### config.mk
export PLATFORM = sky130hd
export DESIGN_NAME = cache_fill_fsm
export DESIGN_NICKNAME = d
export VERILOG_FILES = /design/src/rtl/cache_pkg.sv /design/src/rtl/fill_word_counter.sv /design/src/rtl/cache_fill_fsm.sv
export SDC_FILE = /design/constraint.sdc
export NUM_CORES = 1
export LEC_CHECK = 0
export CORE_MARGIN = 2
export CORE_UTILIZATION = 43
export DETAILED_ROUTE_END_ITERATION = 12
export PLACE_DENSITY = 0.88
export SETUP_SLACK_MARGIN = 0.4
export SLEW_MARGIN = 0
export SYNTH_ARGS = -nofsm -noshare
export SYNTH_HDL_FRONTEND = slang
export SYNTH_HIERARCHICAL = 1
export SYNTH_SLANG_ARGS = --single-unit
### constraint.sdc
create_clock -name clk -period 5.1 [get_ports clk]
set_input_delay 1.275 -clock clk [delete_from_list [all_inputs] [get_ports clk]]
set_output_delay 1.275 -clock clk [all_outputs]
set_load 0.005 [all_outputs]
### src/rtl/cache_pkg.sv
// Shared types and constants for the L1 miss-fill controller.
//   fill_state_t    : controller state (IDLE waits for a miss, FILL fetches a block)
//   BLOCK_BYTES     : bytes per cache block
//   WORD_BYTES      : byte stride between consecutive words
//   WORDS_PER_BLOCK : words fetched per miss (power of 2)
//   OFFSET_BITS     : byte-offset bits inside a block
//   CNT_W           : word-counter width, one extra bit so the count can reach WORDS_PER_BLOCK
package cache_pkg;

  typedef enum logic [0:0] {
    IDLE,
    FILL
  } fill_state_t;

  localparam int unsigned BLOCK_BYTES     = 16;
  localparam int unsigned WORD_BYTES      = 2;
  localparam int unsigned WORDS_PER_BLOCK = 8;
  localparam int unsigned OFFSET_BITS     = $clog2(BLOCK_BYTES);
  localparam int unsigned CNT_W           = $clog2(WORDS_PER_BLOCK) + 1;

endpackage

### src/rtl/fill_word_counter.sv
// Saturating word counter used for both the issue and return sides of a fill.
// Ports:
//   clk     : rising-edge clock
//   rst     : asynchronous active-high reset, clears the count
//   i_clr   : synchronous clear (takes priority over i_en)
//   i_en    : count up by one unless already at MAX_COUNT
//   o_count : current count
//   o_done  : count has reached MAX_COUNT
module fill_word_counter #(
  parameter int unsigned MAX_COUNT = cache_pkg::WORDS_PER_BLOCK,
  parameter int unsigned CNT_W     = cache_pkg::CNT_W
) (
  input  logic             clk,
  input  logic             rst,
  input  logic             i_clr,
  input  logic             i_en,
  output logic [CNT_W-1:0] o_count,
  output logic             o_done
);

  logic [CNT_W-1:0] r_count;

  always_ff @(posedge clk or posedge rst) begin
    if (rst) begin
      r_count <= '0;
    end else if (i_clr) begin
      r_count <= '0;
    end else if (i_en && !o_done) begin
      r_count <= r_count + 1'b1;
    end
  end

  assign o_count = r_count;
  assign o_done  = (r_count == CNT_W'(MAX_COUNT));

endmodule

### src/rtl/cache_fill_fsm.sv
// Miss-handling controller between one L1 cache and the pipelined main memory.
// On a miss it reads every word of the block, writes each returned word into the
// data array as it arrives, and pulses the tag write together with the last word.
// Ports:
//   clk, rst           : clock, asynchronous active-high reset
//   miss_detected      : cache lookup missed this cycle
//   miss_address       : byte address of the missing access (offset ignored)
//   fsm_busy           : fill in progress, stalls the pipeline
//   memory_address     : read address to main memory
//   mem_read_en        : issue a memory read this cycle
//   memory_data_valid  : memory returns one word this cycle
//   memory_data_in     : returned word
//   write_data_array   : write cache_data_out at cache_word_addr
//   cache_word_addr    : byte address of the word being written
//   cache_data_out     : word to write (pass-through of memory_data_in)
//   write_tag_array    : one-cycle tag write / valid set for the block
module cache_fill_fsm
  import cache_pkg::*;
#(
  parameter int unsigned ADDR_WIDTH      = 16,
  parameter int unsigned DATA_WIDTH      = 16,
  parameter int unsigned WORDS_PER_BLOCK = cache_pkg::WORDS_PER_BLOCK,
  parameter int unsigned WORD_BYTES      = cache_pkg::WORD_BYTES
) (
  input  logic                  clk,
  input  logic                  rst,
  input  logic                  miss_detected,
  input  logic [ADDR_WIDTH-1:0] miss_address,
  output logic                  fsm_busy,
  output logic [ADDR_WIDTH-1:0] memory_address,
  output logic                  mem_read_en,
  input  logic                  memory_data_valid,
  input  logic [DATA_WIDTH-1:0] memory_data_in,
  output logic                  write_data_array,
  output logic [ADDR_WIDTH-1:0] cache_word_addr,
  output logic [DATA_WIDTH-1:0] cache_data_out,
  output logic                  write_tag_array
);

  localparam int unsigned CntW = $clog2(WORDS_PER_BLOCK) + 1;
  localparam logic [ADDR_WIDTH-1:0] OffsetMask = ADDR_WIDTH'(WORDS_PER_BLOCK * WORD_BYTES - 1);

  fill_state_t           r_state;
  fill_state_t           w_state_d;
  logic [ADDR_WIDTH-1:0] r_base;

  logic                  w_start;
  logic                  w_issue_en;
  logic                  w_issue_done;
  logic [CntW-1:0]       w_issue_cnt;
  logic                  w_ret_en;
  logic [CntW-1:0]       w_ret_cnt;
  logic                  w_unused_ret_done;
  logic                  w_last;
  logic [ADDR_WIDTH-1:0] w_issue_addr;
  logic [ADDR_WIDTH-1:0] w_ret_addr;

  // Counters are cleared on the miss cycle so FILL always starts at word 0.
  assign w_start    = (r_state == IDLE) && miss_detected;
  assign w_issue_en = (r_state == FILL) && !w_issue_done;
  assign w_ret_en   = (r_state == FILL) && memory_data_valid;
  assign w_last     = w_ret_en && (w_ret_cnt == CntW'(WORDS_PER_BLOCK - 1));

  assign w_issue_addr = r_base + (ADDR_WIDTH'(w_issue_cnt) * ADDR_WIDTH'(WORD_BYTES));
  assign w_ret_addr   = r_base + (ADDR_WIDTH'(w_ret_cnt) * ADDR_WIDTH'(WORD_BYTES));

  fill_word_counter #(
    .MAX_COUNT (WORDS_PER_BLOCK),
    .CNT_W     (CntW)
  ) u_issue_cnt (
    .clk     (clk),
    .rst     (rst),
    .i_clr   (w_start),
    .i_en    (w_issue_en),
    .o_count (w_issue_cnt),
    .o_done  (w_issue_done)
  );

  fill_word_counter #(
    .MAX_COUNT (WORDS_PER_BLOCK),
    .CNT_W     (CntW)
  ) u_ret_cnt (
    .clk     (clk),
    .rst     (rst),
    .i_clr   (w_start),
    .i_en    (w_ret_en),
    .o_count (w_ret_cnt),
    .o_done  (w_unused_ret_done)
  );

  always_ff @(posedge clk or posedge rst) begin
    if (rst) begin
      r_state <= IDLE;
      r_base  <= '0;
    end else begin
      r_state <= w_state_d;
      if (w_start) begin
        r_base <= miss_address & ~OffsetMask;
      end
    end
  end

  always_comb begin
    w_state_d        = r_state;
    fsm_busy         = 1'b0;
    mem_read_en      = 1'b0;
    memory_address   = '0;
    write_data_array = 1'b0;
    cache_word_addr  = '0;
    write_tag_array  = 1'b0;
    unique case (r_state)
      IDLE: begin
        // Combinational so the stall also covers the miss cycle itself.
        fsm_busy = miss_detected;
        if (miss_detected) begin
          w_state_d = FILL;
        end
      end
      FILL: begin
        fsm_busy = 1'b1;
        if (w_issue_en) begin
          mem_read_en    = 1'b1;
          memory_address = w_issue_addr;
        end
        if (w_ret_en) begin
          write_data_array = 1'b1;
          cache_word_addr  = w_ret_addr;
        end
        // Tag is written alongside the final data word, never earlier.
        if (w_last) begin
          write_tag_array = 1'b1;
          w_state_d       = IDLE;
        end
      end
      default: w_state_d = IDLE;
    endcase
  end

  assign cache_data_out = memory_data_in;

endmodule

==> out/metrics.csv, run 1 <==
stage,metric,value,unit
outcome,status,finished clean,
clocking,cts_setup_buffers,0,
pwr,power,0.00121,W
critical_path,critPathCaptureType,output pin,
drt,wl,3900,microns
pwr,seqPwrFrac,31.9,%
min_path,hp-class,register to register,
die,die_h,67.1,microns
global_routing,grt_max_degree,26,
die,initial_core_util,45.8,%
timing,fin_setup_tns,0,ns
drt,ant_nets,0,
critical_path,rr_startpoint,u_issue_cnt/o_count[0],
global_routing,grt_pass1_wl,6470,microns
clocking,htreeDepth,1,
critical_path,arrival,2.88,ns
die,rows,22,
critical_path,crit_type,input port to output pin,
critical_path,endpoint,cache_word_addr[15],
cells_and_area,final_core_util,57.2,%
clocking,cts-buffers-inserted,3,
pwr,p_sw_share,39.1,%
clocking,clockBufferDepth,2,
pwr,pwr-share-clk,9.1,%
clocking,cts_tree,yes,
timing,setup_viol,0,
cells_and_area,seqCellArea,526,sq um
clocking,cts-hold-fix-buffers,0,
cells_and_area,syn_to_final_growth,24.8,%
critical_path,r2r_cells,9,
pwr,p_switching,0.000474,W
place,placed_cells,271,
critical_path,r2r_end,u_issue_cnt/o_count[2],
clocking,clkTransAtPathRegs,0.07,ns
pwr,irDropWorstVdd,0.386,mV
timing,finalHoldViolCount,0,
clocking,cts_resized,0,
timing,max_slew_margin,62.6,%
global_routing,grt-ovfl-total,0,
cells_and_area,n_fill_cell,363,
cells_and_area,multi_input_area,966,sq um
timing,fin_skew,0.00642,ns
cells_and_area,layoutNonFillerInstCount,275,
drt,detailroute.via_count,1473,
clocking,clk_latency,0.26,ns
yosys,syn_area_per_cell,8.61,sq um
drt,wire_per_inst,14.2,microns
die,ioPinCount,88,
drt,drt_iter0_drc,86,
flow_run,cap_violations,0,
place,routabilityCongestion,0.900,
clocking,clockRootBuffer,clkbuf_8,
cells_and_area,final_layout_size_suffix_gt1_share,8.37,%
pwr,leakage,0.879,nW
critical_path,worstPathMaxFanout,13,
drt,drt-vias-per-instance,5.36,
pwr,powerDensity,566,nW/um^2
critical_path,cp_data_required_time,3.83,ns
place,dp_hpwl,2950,microns
yosys,synth_cells,199,
drt,drc,0,
place,port-buffer-count,49,
critical_path,startpoint_type,input port,
die,design.core.area,3740,sq um
timing,max_freq,240,MHz
cells_and_area,fin_nets,272,
pwr,combinationalPowerShare,59.0,%
die,die_x,67.1,microns
timing,fin_crit_sh,81.6,%
global_routing,grt_pass1_vias,1441,
global_routing,grt_antenna_before_repair,0,
yosys,syn_area,1710,sq um
cells_and_area,n_antenna_cell,0,
timing,rsz0062_at_grt,false,
global_routing,track_usage,18.4,%
yosys,ys_warn_count,6,
drt,drtPass1Iterations,4,
critical_path,reg2reg_slack,2.93,ns
pwr,p_int,0.000738,W
timing,slew_viol_final,0,
clocking,clock_sinks,21,
timing,min_period,4.16,ns
timing,worst_pin_slew,0.560,ns
die,die_area,4510,sq um
critical_path,setup.worst_path.start,memory_data_valid,
-- area by class of cell --
class / count / share of cell area [%]
timing repair buffer: 50 / 23.3
sequential: 21 / 24.6
clock buffer: 4 / 2.11
tap: 48 / 2.81
multi-input combinational: 140 / 45.1
inverter: 12 / 2.11
-- power groups by stage --
| stage | Clock (W) | Combinational, W | Sequential (W) |
|---|---|---|---|
| floorplan | 0 | 0.000431 | 0.000328 |
| global placement | 0 | 0.000695 | 0.000379 |
| detailed placement | 0 | 0.000716 | 0.000386 |
| CTS | 0.000114 | 0.000722 | 0.000384 |
| global route | 0.000123 | 0.000795 | 0.000403 |
| finish | 0.000111 | 0.000715 | 0.000386 |
-- worst min path at each step --
stage	start	end	slack, ns	cells after the start
6_report	u_ret_cnt/o_count[2]	u_ret_cnt/o_count[2]	0.59	2
5_1_grt	r_base[4]	r_base[4]	0.62	1
4_1_cts	u_ret_cnt/o_count[2]	u_ret_cnt/o_count[2]	0.58	2
3_5_place_dp	u_ret_cnt/o_count[2]	u_ret_cnt/o_count[2]	0.58	2
3_3_place_gp	u_issue_cnt/o_count[3]	u_issue_cnt/o_count[3]	0.55	2
2_1_floorplan	u_issue_cnt/o_count[3]	u_issue_cnt/o_count[3]	0.53	2
-- cells in the final DEF (no fill, tap or decap), drive strengths merged, types with 2 or more instances in the layout --
cell type,instances
xnor2,3
ha,8
nor2,14
a21oi,14
mux2i,2
dfrtp,21
nor2b,2
nand2,12
and2,5
nand3,6
nand4,6
or3b,2
and3,5
inv,12
clkdlybuf4s50,49
clkbuf,4
xor2,6
conb,2
mux2,13
o21a,5
or3,5
nand2b,5
o21ai,6
o31ai,7
or4,7
-- routing by layer --
| metal | part of all wire, % | vias to the layer above | track usage, % |
|---|---|---|---|
| met5 | 0 | - | 0 |
| met3 | 7.0 | 2 | 2.83 |
| met1 | 44 | 682 | 22.7 |
| met2 | 49 | 57 | 32.5 |
| li1 | - | 732 | - |
| met4 | 0.051 | 0 | 6.12 |
-- state kept, by name, summed over array words and instances (netlist names) --
register / cells
r_base: 12
r_state: 1
u_issue_cnt/o_count: 4
u_ret_cnt/o_count: 4
-- through the flow --
step	setup slack [ns]	hold WS (ns)	area, sq um
2_1_floorplan	2.10	0.529	1720
3_3_place_gp	0.952	0.553	2090
3_5_place_dp	0.926	0.576	2090
4_1_cts	0.925	0.584	2140
5_1_grt	0.802	0.619	2140
6_report	0.941	0.591	2140
-- worst max-delay path, stage by stage --
cell             delay (ns)
clkdlybuf4s50_1        0.51
nand2_1                0.29
a21oi_1                0.26
clkdlybuf4s50_1        0.54
Note: power is estimated with default switching activity, not from simulation.
==> inputs of run 2 (changes only) <==
--- a/config.mk
+++ b/config.mk
@@ -6,9 +6,9 @@
 export NUM_CORES = 1
 export LEC_CHECK = 0
 export CORE_MARGIN = 2
-export CORE_UTILIZATION = 43
+export CORE_UTILIZATION = 40
 export DETAILED_ROUTE_END_ITERATION = 12
-export PLACE_DENSITY = 0.88
+export PLACE_DENSITY = 0.83
 export SETUP_SLACK_MARGIN = 0.4
 export SLEW_MARGIN = 0
 export SYNTH_ARGS = -nofsm -noshare
==> constraint.sdc (replaced) <==
create_clock -name clk -period 4.25 [get_ports clk]
set_input_delay 1.0625 -clock clk [delete_from_list [all_inputs] [get_ports clk]]
set_output_delay 1.0625 -clock clk [all_outputs]
set_load 0.005 [all_outputs]
==> out/metrics.csv, run 2 (synthesized netlist as in run 1, its figures left out) <==
stage,metric,value,unit,change
critical_path,critPathCaptureType,output pin,,unchanged
cells_and_area,final_cell_mix,"49 x clkdlybuf4s50_1, 21 x dfrtp_1, 14 x a21oi_1, 14 x nor2_1, 12 x inv_1",,"was 49 x clkdlybuf4s50_1, 21 x dfrtp_1, 14 x a21oi_1, 14 x nor2_1"
die,die_area,4820,sq um,was 4510 sq um
clocking,clockRootBuffer,clkbuf_8,,unchanged
clocking,cts-buffers-inserted,3,,unchanged
global_routing,track_usage,16.8,%,was 18.4%
critical_path,setup.worst_path.start,memory_data_valid,,unchanged
global_routing,grt_max_degree,26,,unchanged
critical_path,cp_data_required_time,3.19,ns,was 3.83 ns
drt,wire_per_inst,13.9,microns,was 14.2 microns
global_routing,grt.busiest_layer,met2,,unchanged
cells_and_area,layout_commonest_cell,clkdlybuf4s50_1,,unchanged
place,placed_cells,273,,was 271
clocking,clock_sinks,21,,unchanged
clocking,cts_resized,0,,unchanged
place,routabilityCongestion,0.759,,was 0.900
global_routing,grt_antenna_before_repair,0,,unchanged
place,dp_hpwl,3000,microns,was 2950 microns
drt,drtPass1Iterations,4,,unchanged
critical_path,reg2reg_slack,2.13,ns,was 2.93 ns
pwr,leakage,0.879,nW,about the same
critical_path,r2r_end,u_issue_cnt/o_count[0],,was u_issue_cnt/o_count[2]
cells_and_area,largest_register,r_base,,unchanged
global_routing,met1_usage,20.8,%,was 22.7%
drt,detailroute.via_count,1482,,was 1473
die,rows,23,,was 22
cells_and_area,n_antenna_cell,0,,unchanged
critical_path,worstPathMaxFanout,13,,unchanged
die,die_h,69.5,microns,was 67.1 microns
cells_and_area,layoutNonFillerInstCount,277,,was 275
drt,drt_iter0_drc,132,,was 86
drt,wl,3860,microns,was 3900 microns
critical_path,rr_startpoint,u_issue_cnt/o_count[0],,unchanged
place,port-buffer-count,49,,unchanged
timing,finalHoldViolCount,0,,unchanged
clocking,cts_tree,yes,,unchanged
cells_and_area,final_core_util,52.9,%,was 57.2%
clocking,clockBufferDepth,2,,unchanged
timing,min_period,3.62,ns,
timing,fin_skew,0.00206,ns,was 0.00642 ns
timing,fin_setup_tns,0,ns,unchanged
die,ioPinCount,88,,unchanged
cells_and_area,largest_reg_flops,12,,unchanged
critical_path,r2r_cells,8,,was 9
pwr,irDropWorstVdd,0.250,mV,was 0.386 mV
outcome,status,finished clean,,unchanged
global_routing,use_met3,2.47,%,was 2.83%
drt,drt-vias-per-instance,5.35,,was 5.36
cells_and_area,final_layout_size_suffix_gt1_share,8.81,%,was 8.37%
global_routing,grt_use_met2,29.9,%,was 32.5%
drt,ant_nets,0,,unchanged
min_path,hp-class,register to register,,unchanged
critical_path,startpoint_type,input port,,unchanged
cells_and_area,syn_to_final_growth,25.1,%,was 24.8%
timing,setup_viol,0,,unchanged
die,design.core.area,4060,sq um,was 3740 sq um
timing,max_freq,276,MHz,
critical_path,arrival,2.56,ns,was 2.88 ns
global_routing,grt_pass1_wl,6700,microns,was 6470 microns
clocking,clkTransAtPathRegs,0.07,ns,about the same
timing,max_slew_margin,65.0,%,was 62.6%
drt,drc,0,,unchanged
die,initial_core_util,42.2,%,was 45.8%
timing,worst_pin_slew,0.525,ns,was 0.560 ns
clocking,htreeDepth,1,,unchanged
die,die_x,69.5,microns,was 67.1 microns
cells_and_area,fin_nets,272,,unchanged
timing,slew_viol_final,0,,unchanged
flow_run,cap_violations,0,,unchanged
timing,rsz0062_at_grt,false,,unchanged
global_routing,grt-ovfl-total,0,,unchanged
clocking,clk_latency,0.26,ns,about the same
global_routing,grt_pass1_vias,1424,,was 1441
pwr,powerDensity,672,nW/um^2,was 566 nW/um^2
timing,fin_crit_sh,85.2,%,
clocking,cts_setup_buffers,0,,unchanged
critical_path,endpoint,cache_word_addr[5],,was cache_word_addr[15]
cells_and_area,fin_area,2140,sq um,about the same
place,dpl_cell_area,2100,sq um,was 2090 sq um
critical_path,crit_type,input port to output pin,,unchanged
timing,holdWs,0.580,ns,was 0.591 ns
clocking,cts-hold-fix-buffers,0,,unchanged
min_path,worstHoldStart,u_issue_cnt/o_count[3],,was u_ret_cnt/o_count[2]
## run 2: cell counts in the layout (fill, tap and decap cells not counted)
No cell type changed its count.
## run 2: final cells by class
type / count / area (sq um)
fillers: 387 / 1910
multi-input cells: 140 / 968
clock buffers: 4 / 45.0
well taps: 50 / 62.6
flip-flops and latches: 21 / 526
repair buffers: 50 / 498
inverters: 12 / 45.0
## run 2: critical path, cell delays in order
cell and delay (ns):
clkdlybuf4s50_1 0.55, nand2_2 0.21, nor2_1 0.21, clkdlybuf4s50_1 0.53
## run 2: power by group
part           internal, W  switching [W]  total (W)
combinational     0.000520       0.000331   0.000851
clock            0.0000667      0.0000603   0.000127
sequential        0.000298       0.000165   0.000463
total             0.000884       0.000556    0.00144
## run 2: per-stage QoR
step | setup WS [ns] | total power (W)
floorplan | 1.67 | 0.000910
detailed placement | 0.512 | 0.00132
finish | 0.629 | 0.00144
CTS | 0.505 | 0.00145
global placement | 0.491 | 0.00129
global route | 0.513 | 0.00158
## run 2: how the worst min path moves through the flow
stage                             endpoint  slack [ns]  cells after the start
CTS                 u_issue_cnt/o_count[3]        0.58                      2
finish              u_issue_cnt/o_count[3]        0.58                      2
global placement    u_issue_cnt/o_count[3]        0.56                      2
detailed placement  u_issue_cnt/o_count[3]        0.57                      2
floorplan           u_issue_cnt/o_count[3]        0.53                      2
global route        u_issue_cnt/o_count[3]        0.62                      2
## run 2: layer usage
metal | wire length [microns] | vias up
met5 | 0 | -
li1 | - | 727
met3 | 192 | 7
met1 | 1540 | 706
met4 | 43 | 0
met2 | 2080 | 42
